File: src/rtl/cpu_pipe_pkg.sv
// Shared field layout of the complex word passed from DECODE to WRITE.
// Widths and slice offsets used by both stages and the buffer between them.
package cpu_pipe_pkg;

  localparam int OPC_W  = 4;
  localparam int DATA_W = 14;
  localparam int ADDR_W = 12;
  localparam int CPLX_W = DATA_W + ADDR_W + OPC_W;

  localparam int ADDR_LSB = DATA_W;
  localparam int OPC_LSB  = DATA_W + ADDR_W;

endpackage

File: src/rtl/fifo_regfile.sv
// Storage array for decode_write_fifo: one synchronous write port,
// one asynchronous read port, no reset on the contents.
module fifo_regfile #(
  parameter int W     = cpu_pipe_pkg::CPLX_W,
  parameter int DEPTH = 8,
  parameter int PTR_W = $clog2(DEPTH)
) (
  input  logic             clk,
  input  logic             we,
  input  logic [PTR_W-1:0] waddr,
  input  logic [W-1:0]     wdata,
  input  logic [PTR_W-1:0] raddr,
  output logic [W-1:0]     rdata
);

  logic [W-1:0] mem [DEPTH];

  always_ff @(posedge clk) begin
    if (we) mem[waddr] <= wdata;
  end

  assign rdata = mem[raddr];

endmodule

File: src/rtl/decode_write_fifo.sv
// DECODE -> WRITE buffer: first-word-fall-through FIFO that raises
// pause_DECODE when full and pause_WRITE when empty.
module decode_write_fifo #(
  parameter int DATA_W = cpu_pipe_pkg::DATA_W,
  parameter int ADDR_W = cpu_pipe_pkg::ADDR_W,
  parameter int DEPTH  = 8,
  parameter int CNT_W  = $clog2(DEPTH) + 1
) (
  input  logic                     clk,
  input  logic                     reset,
  input  logic                     data_write,
  input  logic [DATA_W+ADDR_W+3:0] complex_data,
  input  logic                     data_read,
  output logic [DATA_W+ADDR_W+3:0] DAO,
  output logic                     pause_DECODE,
  output logic                     pause_WRITE,
  output logic [CNT_W-1:0]         count,
  output logic                     overflow,
  output logic                     underflow
);

  localparam int W     = DATA_W + ADDR_W + cpu_pipe_pkg::OPC_W;
  localparam int PTR_W = $clog2(DEPTH);

  logic [PTR_W-1:0] wr_ptr;
  logic [PTR_W-1:0] rd_ptr;
  logic [W-1:0]     head;
  logic             empty;
  logic             full;
  logic             push_ok;
  logic             pop_ok;

  assign empty = (count == '0);
  assign full  = (count == CNT_W'(DEPTH));

  // A full buffer still takes a push when the head leaves in the same cycle.
  assign push_ok = data_write & (~full | data_read);
  assign pop_ok  = data_read & ~empty;

  fifo_regfile #(
    .W     (W),
    .DEPTH (DEPTH),
    .PTR_W (PTR_W)
  ) u_mem (
    .clk   (clk),
    .we    (push_ok),
    .waddr (wr_ptr),
    .wdata (complex_data),
    .raddr (rd_ptr),
    .rdata (head)
  );

  always_ff @(posedge clk or negedge reset) begin
    if (!reset) begin
      wr_ptr    <= '0;
      rd_ptr    <= '0;
      count     <= '0;
      overflow  <= 1'b0;
      underflow <= 1'b0;
    end else begin
      if (push_ok) wr_ptr <= wr_ptr + PTR_W'(1);
      if (pop_ok)  rd_ptr <= rd_ptr + PTR_W'(1);
      unique case ({push_ok, pop_ok})
        2'b10:   count <= count + CNT_W'(1);
        2'b01:   count <= count - CNT_W'(1);
        default: count <= count;
      endcase
      if (data_write & ~push_ok) overflow  <= 1'b1;
      if (data_read & empty)     underflow <= 1'b1;
    end
  end

  assign DAO          = empty ? '0 : head;
  assign pause_DECODE = full;
  assign pause_WRITE  = empty;

endmodule

File: config.mk
export PLATFORM = sky130hd
export DESIGN_NAME = decode_write_fifo
export DESIGN_NICKNAME = d
export VERILOG_FILES = /design/src/rtl/cpu_pipe_pkg.sv /design/src/rtl/fifo_regfile.sv /design/src/rtl/decode_write_fifo.sv
export SDC_FILE = /design/constraint.sdc
export NUM_CORES = 1
export LEC_CHECK = 0
export CORE_MARGIN = 2
export CORE_UTILIZATION = 35
export DETAILED_ROUTE_END_ITERATION = 8
export PLACE_DENSITY = 0.54
export SYNTH_ARGS = -nofsm -noshare
export SYNTH_HDL_FRONTEND = slang
export SYNTH_SLANG_ARGS = --single-unit
File: constraint.sdc
create_clock -name clk -period 6.7 [get_ports clk]
set_input_delay 0.67 -clock clk [delete_from_list [all_inputs] [get_ports clk]]
set_output_delay 0.67 -clock clk [all_outputs]
set_load 0.02 [all_outputs]
[Yosys cells after proc, flatten, opt, wreduce, memory -nomap -nowiden]
Memory sizes are Yosys's and may differ from the RTL's.
Cells that the tools add are included.
Storage, ports and cells
  register bits after elaboration: 12
  bits in writable memories: 240
  bits of input ports: 34
  output and inout port bits: 38
  memories kept: 1
Memories
  u_mem.mem: words 8, width 30, rd ports 1, clocked after Yosys merged registers in 0, wr ports 1, line fifo_regfile.sv:16  | logic [W-1:0] mem [DEPTH];
Cells by class
  $add $sub $neg: 4
  equality and inequality tests: 3
  mux-type cells: 4
  bitwise operators: 8
  reductions and logical operators: 2
Operators with widths (number)
  two-way mux 30 bit: 1
  case mux 4 bit (2 select lines): 1
  adder 3 x 1 -> 3 bit, second input constant: 2
  adder 4 x 1 -> 4 bit, second input constant: 1
  bitwise AND 1 bit: 4
  == test 4 bit, second input constant: 1
  logical NOT 4 bit: 1
  subtractor 4 x 1 -> 4 bit, second input constant: 1
  inverter 1 bit: 3
  == test 2 x 1 -> 1 bit, second input constant: 1
  == test 2 bit, second input constant: 1
  two-way mux 1 bit: 2
  nonzero test 2 bit: 1
  OR 1 bit: 1

[Logic depth before layout (Yosys ltp)]
  depth after elaboration: 6
  depth in mapped cells: 10
  depth with buffers taken out: 10

[Hierarchy]
From an unflattened synthesis, not the netlist that was laid out.
Second synthesis, totals
  cell total of the unflattened synthesis: 445
  area total of the unflattened synthesis: 10127.2 um^2
By module, submodules not included
  fifo_regfile: instances 1, cells an instance 360, area each 9296.4 um^2
  decode_write_fifo: instances 1, cells an instance 85, area each 830.8 um^2

[Least setup slack after synthesis]
Ideal clock, no wire load.
  kind: flip-flop to flip-flop
  start: register count[1]
  end: memory u_mem.mem[0][0] (netlist name), enable pin
  data arrival time: 3.826 ns
  required time: 6.208 ns
  path slack: 2.381 ns
  stages on the path, launching flop included: 5
  buffers on the path: 0
  clock period less this slack: 4.319 ns
  cell sequence: dfrtp_1 > or4b_4 > o21a_4 > inv_4 > nor4_1
On the way
  word-level cells in the longest chain between the ends: 6
Ends and longest elaborated chain
  from (decl): line decode_write_fifo.sv:17  | output logic [CNT_W-1:0] count,
  from (signal assigned): line decode_write_fifo.sv:64  | 2'b10: count <= count + CNT_W'(1);
  from (signal assigned): line decode_write_fifo.sv:65  | 2'b01: count <= count - CNT_W'(1);
  from (signal assigned): line decode_write_fifo.sv:66  | default: count <= count;
  == test 4 bit: line decode_write_fifo.sv:34  | assign full = (count == CNT_W'(DEPTH));
  inverter 1 bit: line decode_write_fifo.sv:37  | assign push_ok = data_write & (~full | data_read);
  OR 1 bit: line decode_write_fifo.sv:37
  bitwise AND 1 bit: line decode_write_fifo.sv:37
  two-way mux 1 bit: line fifo_regfile.sv:19  | if (we) mem[waddr] <= wdata;
  two-way mux 1 bit (implied by the code): line fifo_regfile.sv:19
  to (decl): line fifo_regfile.sv:16
No other way between the ends.

[Worst setup path after layout]
  start: register rd_ptr[0]
  end: output port DAO[14]
On the way
  word-level cells in the longest chain between the ends: 2
Ends and longest elaborated chain
  from (decl): line decode_write_fifo.sv:26  | logic [PTR_W-1:0] rd_ptr;
  from (signal assigned): line decode_write_fifo.sv:62  | if (pop_ok) rd_ptr <= rd_ptr + PTR_W'(1);
  memory (8 x 30 bit)
  two-way mux 30 bit: line decode_write_fifo.sv:73  | assign DAO = empty ? '0 : head;
  to (decl): line decode_write_fifo.sv:14  | output logic [DATA_W+ADDR_W+3:0] DAO,
No other way between the ends.

==> results_dict.tcl <==
set metrics [dict create \
    timing.final.crit_share_pct 62.0 \
    hp-start "overflow" \
    yosys_register_bits 252 \
    start_util_pct 35.3 \
    number_of_distinct_library_cells_after_synthesis 30 \
    clk_pin_slew_worst_paths_ns 0.06 \
    critical-path-max-stage-delay_ns 0.84 \
    mappedNetlistArea_mm2 0.00975 \
    floorplan.die.width_um 171 \
    cts_setup_buffers 0 \
    crit_path_end "DAO[14]" \
    finalWirelength_um 19800 \
    areaGrowthSynthToFinish_pct 21.3 \
    place_worst_setup_slack_ns 3.00 \
    mostFrequentLayoutCell "edfxtp_1" \
    clock_power_share_pct 25.4 \
    cpMaxStageDelayCell "dfrtp_4" \
    crit-reg2reg-capture "count[2]" \
    grt_overflow 0 \
    grtUsageMet1_pct 18.8 \
    cts.repair.resized 0 \
    grt_setup_unrepaired "no" \
    grt_first_pass_wirelength_um 29900 \
    port_buffers 71 \
    detailedRoute.firstIterationViolations 298 \
    layout.nets 579 \
    final_core_utilization_pct 42.8 \
    seq_power_share_pct 41.0 \
    library_cell_used_as_clock_root_buffer "clkbuf_16" \
    layout.filler_cells 2433 \
    finalSetupTns_ns 0 \
    drt_pass1_iterations 4 \
    tritoncts "done" \
    worst_ir_drop_vdd_mv 0.184 \
    timing.max_cap.violations 0 \
    setup.worst_path.start_class "flip-flop" \
    worstPathRequired_ns 6.03 \
    area.sequential_mm2 0.00751 \
    met2_usage_pct 22.8 \
    cp-end-kind "primary output" \
    cp_num_cells 5 \
    power_density_mw_per_mm2 453 \
    clock_sinks 252 \
    ys_warn_count 0 \
    postCtsHoldBufs 0 \
    floorplan_core_area_mm2 0.0276 \
    yosysSeqAreaShare_pct 77.0 \
    placementRows 61 \
    antenna_cells 0 \
    globalplace.congestion 0.693 \
    synth_top_cells_by_area "edfxtp_1, mux4_2, dfrtp_1" \
    first_global_vias 4870 \
    multi_input_comb_area_mm2 0.00218 \
    clock_tree.htree_level_count 1 \
    cts-buffers-inserted 27 \
    p_sw_w 0.00166 \
    grt_antenna_before_repair 0 \
    cp_cell_sequence "buf_4 > mux4_2 > mux2i_1 > nor2_1 > clkdlybuf4s50_1" \
    avgSynthCellArea_um2 21.9 \
    drt.antenna.violating_nets 0 \
    mapped_nets 483 \
    total_leakage_power_nw 3.85 \
    worst_slack_ns 2.54 \
    critical_path.top_delay_family "buffers and inverters" \
    detailedPlacementHpwl_um 11100 \
    hold_violations 0 \
    regToRegSetupSlack_ns 3.40 \
    layout.cells.most_common_list "edfxtp_1, clkdlybuf4s50_1, mux4_2, nor2_1, mux2i_1" \
    fmax_ghz 0.241 \
    grt.busiest_layer "met2" \
    critical_path_class "reg2out" \
    power_report.internal_total_w 0.00369 \
    insertion_delay_ns 0.52 \
    gr-usage-all-layers_pct 13.8 \
    worst-path-max-fanout 32 \
    netlist_instances 444 \
    layout-drive-gt1-share_pct 22.3 \
    slew-limit-headroom_pct 37.0 \
    r2r-start "count[2]" \
    status "complete, no violations" \
    die_h_um 171 \
    total_number_of_vias 4566 \
    global_route.usage.met3_pct 2.82 \
    path_buf_inv 2 \
    routedWlPerCell_um 21.2 \
    timing.critical_path.from "rd_ptr[0]" \
    timing.clock.skew_ns 0.00785 \
    transition_time_at_the_pin_with_the_least_slew_margin_ns 0.938 \
    ioPinCount 72 \
    critical_path_arrival_ns 3.49 \
    grt_max_degree 37 \
    hold_class "reg2reg" \
    design.die.area_mm2 0.0292 \
    power_switching_share_pct 31.1 \
    r2r_worst_path_depth 10 \
    fin_worst_hold_slack_ns 0.470 \
    via_per_inst 4.89 \
    ctsLongestPathBuffers 3 \
    yosysTopAreaCellShare_pct 74.0 \
    timing_max_transition_violations_final 0 \
    timing.final.setup_violations 0 \
    finalWorstPathRequiredPeriod_ns 4.16 \
    synth_area_leader_cell "edfxtp_1" \
    drt_drc_violations_left 0 \
    gate_power_share_pct 33.6 \
]
-- power by group through the flow --
stage | clock network [W] | registers [W] | logic [W]
global placement | 0 | 0.00222 | 0.00182
CTS | 0.00140 | 0.00220 | 0.00184
detailed placement | 0 | 0.00223 | 0.00183
floorplan | 0 | 0.00211 | 0.00121
global route | 0.00146 | 0.00223 | 0.00194
finish | 0.00136 | 0.00219 | 0.00180
-- sequential cells by signal, indices dropped and copies added, names as in the netlist --
register / count
rd_ptr: 3
overflow: 1
count: 4
wr_ptr: 3
underflow: 1
u_mem.mem: 240
-- metal layers --
metal / wire length [um] / part of all wire, % / vias to the layer above
li1: - / - / 2011
met5: 0 / 0 / -
met3: 1040 / 5.2 / 36
met2: 9620 / 49 / 102
met4: 370 / 1.9 / 0
met1: 8770 / 44 / 2417
-- cell families after synthesis --
group	after synthesis	share of synthesized area, %
AND/OR/NAND/NOR	56	2.61
flip-flops	252	77.0
XOR/XNOR	9	0.809
AO/OA/AOI/OAI	7	0.591
buffers and inverters	23	1.14
multiplexers	92	17.2
adder cells (fa/ha/maj)	5	0.642
-- worst min-delay path by stage --
stage          cells after the start        to  slack, ns
6_report                           1  overflow       0.47
5_1_grt                            1  overflow       0.50
4_1_cts                            1  overflow       0.47
3_5_place_dp                       1  overflow       0.46
3_3_place_gp                       1  overflow       0.45
2_1_floorplan                      0  count[0]       0.37
-- cell type report --
type	instances	area share, %
clock buffer	35	5.97
tap	378	4.00
clock inverter	10	0.804
sequential	252	63.6
inverter	2	0.0847
multi-input combinational	169	18.5
timing repair buffer	88	7.09
-- synth_stat cells --
library cell	count
xor2_1	5
ha_1	5
a21oi_1	2
clkbuf_1	11
nor4_2	1
inv_4	1
edfxtp_1	240
nor2_1	36
xnor2_1	4
mux2i_1	30
buf_2	3
nor2b_1	1
buf_1	2
nor4_1	1
mux4_2	60
a41oi_1	1
nand2b_1	3
a21o_1	2
o21a_4	1
nand3b_1	1
buf_4	5
nor3b_1	1
a211o_1	1
dfrtp_1	12
mux2_1	1
nor3_1	4
or4b_4	1
nand2_1	7
inv_1	1
mux2_2	1
-- per-stage QoR --
| stage | std cells | power [W] | instance area (um^2) |
|---|---|---|---|
| after floorplan | 444 | 0.00331 | 9750 |
| after global placement | 889 | 0.00404 | 11000 |
| after detailed placement | 889 | 0.00406 | 11000 |
| after CTS | 934 | 0.00544 | 11800 |
| after global routing | 934 | 0.00563 | 11800 |
| final | 934 | 0.00535 | 11800 |
No activity file was read; power rests on OpenSTA's default activity.
